$ cat src/rtl/fifo_param.sv
// Parametrised synchronous FIFO with registered read data, occupancy count,
// reset-latched almost-full/almost-empty thresholds and sticky error flags.
module fifo_param #(
   parameter int unsigned DATA_W = 10,
   parameter int unsigned DEPTH  = 8,
   localparam int unsigned AW    = $clog2(DEPTH)
) (
   input  logic              clk,
   input  logic              reset,
   input  logic              push,
   input  logic              pop,
   input  logic [DATA_W-1:0] data_in,
   input  logic [AW:0]       umbral_superior,
   input  logic [AW:0]       umbral_inferior,
   output logic [DATA_W-1:0] data_out,
   output logic              valid_out,
   output logic [AW:0]       count,
   output logic              full,
   output logic              empty,
   output logic              almost_full,
   output logic              almost_empty,
   output logic              overflow_err,
   output logic              underflow_err
);

   localparam int unsigned CW = AW + 1;

   logic [DATA_W-1:0] mem_q [DEPTH];
   logic [DATA_W-1:0] mem_d [DEPTH];
   logic [AW-1:0]     wr_ptr_q, wr_ptr_d;
   logic [AW-1:0]     rd_ptr_q, rd_ptr_d;
   logic [CW-1:0]     count_q, count_d;
   logic [DATA_W-1:0] data_out_q, data_out_d;
   logic              valid_q, valid_d;
   logic              ovf_q, ovf_d;
   logic              unf_q, unf_d;
   logic [CW-1:0]     sup_q, inf_q;
   logic              full_c, empty_c, wr_ok, rd_ok;

   // Accept/reject decisions and next-state for pointers, count, read data and errors
   always_comb begin
      full_c     = (count_q == CW'(DEPTH));
      empty_c    = (count_q == '0);
      wr_ok      = push && (!full_c || pop);
      rd_ok      = pop && !empty_c;

      mem_d      = mem_q;
      wr_ptr_d   = wr_ptr_q;
      rd_ptr_d   = rd_ptr_q;
      data_out_d = data_out_q;
      valid_d    = 1'b0;
      ovf_d      = ovf_q;
      unf_d      = unf_q;
      count_d    = count_q + CW'(wr_ok) - CW'(rd_ok);

      if (wr_ok) begin
         mem_d[wr_ptr_q] = data_in;
         wr_ptr_d        = wr_ptr_q + AW'(1);
      end
      if (rd_ok) begin
         data_out_d = mem_q[rd_ptr_q];
         rd_ptr_d   = rd_ptr_q + AW'(1);
         valid_d    = 1'b1;
      end
      if (push && full_c && !pop) ovf_d = 1'b1;
      if (pop && empty_c)         unf_d = 1'b1;
   end

   // Storage is never cleared; writes are suppressed while reset is high
   always_ff @(posedge clk) begin
      if (!reset) mem_q <= mem_d;
   end

   // Control state with synchronous reset; thresholds latch only during reset
   always_ff @(posedge clk) begin
      if (reset) begin
         wr_ptr_q   <= '0;
         rd_ptr_q   <= '0;
         count_q    <= '0;
         data_out_q <= '0;
         valid_q    <= 1'b0;
         ovf_q      <= 1'b0;
         unf_q      <= 1'b0;
         sup_q      <= umbral_superior;
         inf_q      <= umbral_inferior;
      end else begin
         wr_ptr_q   <= wr_ptr_d;
         rd_ptr_q   <= rd_ptr_d;
         count_q    <= count_d;
         data_out_q <= data_out_d;
         valid_q    <= valid_d;
         ovf_q      <= ovf_d;
         unf_q      <= unf_d;
      end
   end

   assign data_out      = data_out_q;
   assign valid_out     = valid_q;
   assign count         = count_q;
   assign full          = full_c;
   assign empty         = empty_c;
   assign almost_full   = (count_q >= sup_q);
   assign almost_empty  = (count_q <= inf_q);
   assign overflow_err  = ovf_q;
   assign underflow_err = unf_q;

endmodule

$ cat config.mk
export PLATFORM = sky130hd
export DESIGN_NAME = fifo_param
export DESIGN_NICKNAME = d
export VERILOG_FILES = /design/src/rtl/fifo_param.sv
export SDC_FILE = /design/constraint.sdc
export NUM_CORES = 1
export LEC_CHECK = 0
export ABC_AREA = 1
export CAP_MARGIN = 20
export CORE_ASPECT_RATIO = 0.8
export CORE_MARGIN = 2
export CORE_UTILIZATION = 50
export DETAILED_ROUTE_END_ITERATION = 6
export PLACE_DENSITY = 0.7
export SLEW_MARGIN = 10
export SYNTH_ARGS = -nofsm -noshare
export SYNTH_HDL_FRONTEND = slang
export SYNTH_SLANG_ARGS = --single-unit
$ cat constraint.sdc
create_clock -name clk -period 4.5 [get_ports clk]
set_clock_uncertainty 0.05 [all_clocks]
set_input_delay 0.9 -clock clk [delete_from_list [all_inputs] [get_ports clk]]
set_output_delay 0.9 -clock clk [all_outputs]
set_load 0.005 [all_outputs]
# Yosys cells after proc, flatten, opt, wreduce, memory -nomap -nowiden
# Index checks and enable logic that the tools add are counted.
[totals]
out_inout_bits = 21
ramBits = 0
romBits = 0
wordCells = 49
latchBits = 0
regBits = 111
input_bits = 22
memories = 0
[classes]
mux = 7
n_reduce_logical = 12
order_cmp = 5
bitwise_logic = 3
eq_ne = 1
n_mul = 0
addsub = 4
n_shift = 0
div = 0
[op_table]
columns = ["operator", "n"]
rows = [
  ["80-bit bitwise mux", 1],
  ["10-bit binary-select mux with 3-bit select", 1],
  ["10-bit demux with 3-bit select", 1],
  ["10-bit 2-to-1 mux", 3],
  ["4-bit greater-or-equal comparator (second input constant)", 2],
  ["3-bit inverter with 4-bit output", 2],
  ["3-bit by 1-bit adder with 3-bit output (second input constant)", 2],
  ["1-bit logical AND", 6],
  ["4-bit by 1-bit adder with 4-bit output", 1],
  ["4-bit equality test (second input constant)", 1],
  ["4-bit greater-or-equal comparator", 1],
  ["4-bit <= comparator", 1],
  ["4-bit zero test", 1],
  ["4-bit by 1-bit less-than comparator with 1-bit output (second input constant)", 1],
  ["4-bit by 1-bit subtractor with 4-bit output", 1],
  ["1-bit zero test", 3],
  ["2-bit AND reduction", 1],
  ["1-bit logical OR", 1],
  ["1-bit 2-to-1 mux", 1],
  ["1-bit inverter", 1],
]

# Logic depth before layout (Yosys ltp)
[depth]
word_depth = 6
ltp_mapped = 14
mapped_depth_nobuf = 13

# Worst setup path before layout
# No wires, ideal clock.
[synth_timing]
kind = "input-to-reg"
start = "in reset"
end = "reg mem_q[50] in the netlist's numbering, enable pin"
stages = 2
setup_slack_ns = 1.909
n_path_buf = 1
arrival_time_ns = 2.138
required_time_ns = 4.046
setup_time_ns = 0.404
path_cell_list = "clkbuf_8 -> nor4_1"
[synth_between]
elab_chain_cells = 2
[synth_rtl]
columns = ["element", "line_no", "rtl"]
rows = [
  ["start: declaration", "9", "input logic reset,"],
  ["1-bit inverter (no source line)", "-", ""],
  ["2-bit AND reduction (no source line)", "-", ""],
  ["end signal: assignment", "71", "if (!reset) mem_q <= mem_d;"],
  ["end: declaration", "28", "logic [DATA_W-1:0] mem_q [DEPTH];"],
]
# No other way between the ends.
# A chain may end at the register's enable or synchronous reset.

# Worst setup path after layout
[layout_timing]
start = "reg count_q[1], in the netlist count[1]"
end = "out almost_empty"
[layout_between]
elab_chain_cells = 1
[layout_rtl]
columns = ["element", "line_no", "rtl"]
rows = [
  ["start: declaration", "32", "logic [CW-1:0] count_q, count_d;"],
  ["start signal: assignment", "89", "count_q <= count_d;"],
  ["4-bit <= comparator", "103", "assign almost_empty = (count_q <= inf_q);"],
  ["end: declaration", "21", "output logic almost_empty,"],
]
# No other way between the ends.

==> flow_summary.ini <==
[routing]
dr.pass1.iters = 5
drtIter0Drc = 249
vias = 3261
post_drt_via_cell_ratio = 4.96
drt-total-wl_um = 9940
routedWlPerCell_um = 15.1
ant_nets = 0
post-route-drc-count = 0

[placement]
place_congestion = 0.847
hpwl_um = 6950
portBuffers = 42

[critical_path]
path_max_fanout = 7
cp-start-kind = register
required_ns = 3.55
critPathCaptureType = output pin
ff2ff_setup_slack_ns = 1.98
crit_arrival_ns = 2.00
critPathKind = register to output pin

[floorplan]
ioPinCount = 43
core_um2 = 9650
die_w_um = 116
dieArea_um2 = 10800
die_height_um = 93.3
row_count = 32
initial_core_util_pct = 51.6

[cts]
clk_pin_slew_ns = 0.07
cts_inserted_buffers = 9
postCtsHoldBufs = 0
cts_max_level = 3
cts_root_buf = clkbuf_16
cts.path.max_buffers = 2
clk_latency_ns = 0.36
cts_tree = built
cts.sink_count = 111
ctsResizeCount = 0
postCtsSetupRepairBufs = 0

[synth]
syn_inst = 479
yosysSeqAreaShare_pct = 62.3
ys_types = 34
synth_edf_count = 88
synthArstFlopShare_pct = 0
ys.flop_type = edfxtp_1
synth_area_per_cell_um2 = 10.4
yosys_warnings = 0
syn_nets = 518
netlist_area_um2 = 4980
synth_seq_cells = 111

[global_routing]
antenna_found_initial = 0
grt-busiest-layer = met2
use_met1_pct = 28.9
use_met2_pct = 30.8
grt_pass1_wl_um = 16200
track_usage_pct = 20.5
grt_use_met3_pct = 4.93
grt_pass1_vias = 3134
grt_max_degree = 43
overflow = 0

[finish]
drive_gt1_share_pct = 9.40
num-fill-cells = 801
diodes = 0
nets = 555
area_growth_pct = 15.2

[sta]
hold_viol = 0
period_share_pct = 65.6
rsz0062_at_grt = no
hold-worst-slack_ns = 0.410
slew_headroom_pct = 40.8
fmax_mhz = 339
maxSlewViolCount = 0
worstMarginPinSlew_ns = 0.887
setup_viol_count_final = 0
period_minus_slack_ns = 2.95
finalSetupTns_ns = 0

[job]
cap_violations = 0

[power]
p_per_area_nw_per_um2 = 494
vdd.ir_drop.worst_uv = 276
leakage_uw = 0.00236

[hold_path]
holdCritPathClass = register to register

[run_status]
run_status = complete, no violations
state kept, by name (all words and copies together) (netlist names):
signal / cells
mem_q: 80
count: 4
inf_q: 4
overflow_err: 1
underflow_err: 1
wr_ptr_q: 3
valid_out: 1
sup_q: 4
data_out: 10
rd_ptr_q: 3
per-stage QoR:
stage | setup WS (ns) | util (%) | power (uW) | area [um^2] | std cells
floorplan | 1.91 | - | 1840 | 4980 | 479
global placement | 1.38 | 56.5 | 2080 | 5460 | 641
detailed placement | 1.28 | 56.5 | 2100 | 5460 | 641
CTS | 1.52 | 59.4 | 2850 | 5740 | 657
global route | 1.39 | 59.4 | 3010 | 5740 | 657
finish | 1.55 | 59.4 | 2830 | 5740 | 657
routing by layer:
layer / vias up / share of wire [%] / wire, um
li1: 1620 / - / -
met1: 1524 / 45 / 4480
met2: 98 / 46 / 4580
met3: 19 / 6.7 / 670
met4: 0 / 2.2 / 215
met5: - / 0 / 0
placed cells by master, fill, tap and decap left out, types with 4 or more instances in the layout:
master,synthesis,layout
o21ai_0,6,6
clkdlybuf4s50_1,0,42
ha_1,16,16
nand2_1,119,119
nand2_2,4,4
clkbuf_16,0,9
dfxtp_1,23,23
a21oi_2,9,9
edfxtp_1,88,88
nand3_1,56,56
a21oi_1,9,9
inv_1,86,86
nor2_1,17,17
nand3_2,10,10
logic make-up after synthesis:
family / after synthesis / synth area share (%)
xor+xnor: 1 / 0.176
flops: 111 / 62.3
fa+ha+maj: 17 / 4.42
buf+inv: 109 / 9.83
simple gates: 213 / 19.6
compound gates: 28 / 3.64
synth_stat cells, types with 2 or more instances:
cell type	instances	area share [%]
dfxtp_1	23	9.2
o21ai_0	6	0.60
clkbuf_1	2	0.15
a21oi_1	9	0.90
nor2_1	17	1.3
buf_6	6	1.4
edfxtp_1	88	53
a21oi_2	9	1.6
nand3_2	10	2.0
nand2_4	2	0.45
buf_4	2	0.30
buf_2	7	0.70
nand2_1	119	9.0
nand2_2	4	0.50
inv_1	86	6.5
nand3_1	56	5.6
ha_1	16	4.0
cell type report:
cell class                 count  area, um^2  area share (%)
sequential                   111        3100            54.1
multi-input combinational    259        1390            24.3
timing repair buffer          45         443            7.72
inverter                      90         347            6.04
clock buffer                  10         229            3.99
tap                          136         170            2.97
clock inverter                 6        51.3           0.894
worst paths after layout:
path / from / to / cells after the start
hold reg to reg: overflow_err / overflow_err / 2
hold / removal: overflow_err / overflow_err / 2
setup / recovery: count[1] / almost_empty / 5
setup reg to reg: count[2] / count[2] / 11
where the power goes:
part           internal (uW)  switching (uW)
sequential              1190            78.7
clock                    385             369
combinational            352             462
total                   1920             909
critical path, cell delays in order (launching register included):
cell,delay (ns)
dfxtp_1,0.52
ha_1,0.31
a21oi_1,0.14
o21ai_0,0.08
o21ai_0,0.08
clkdlybuf4s50_1,0.52
(Power assumes the default switching activity.)
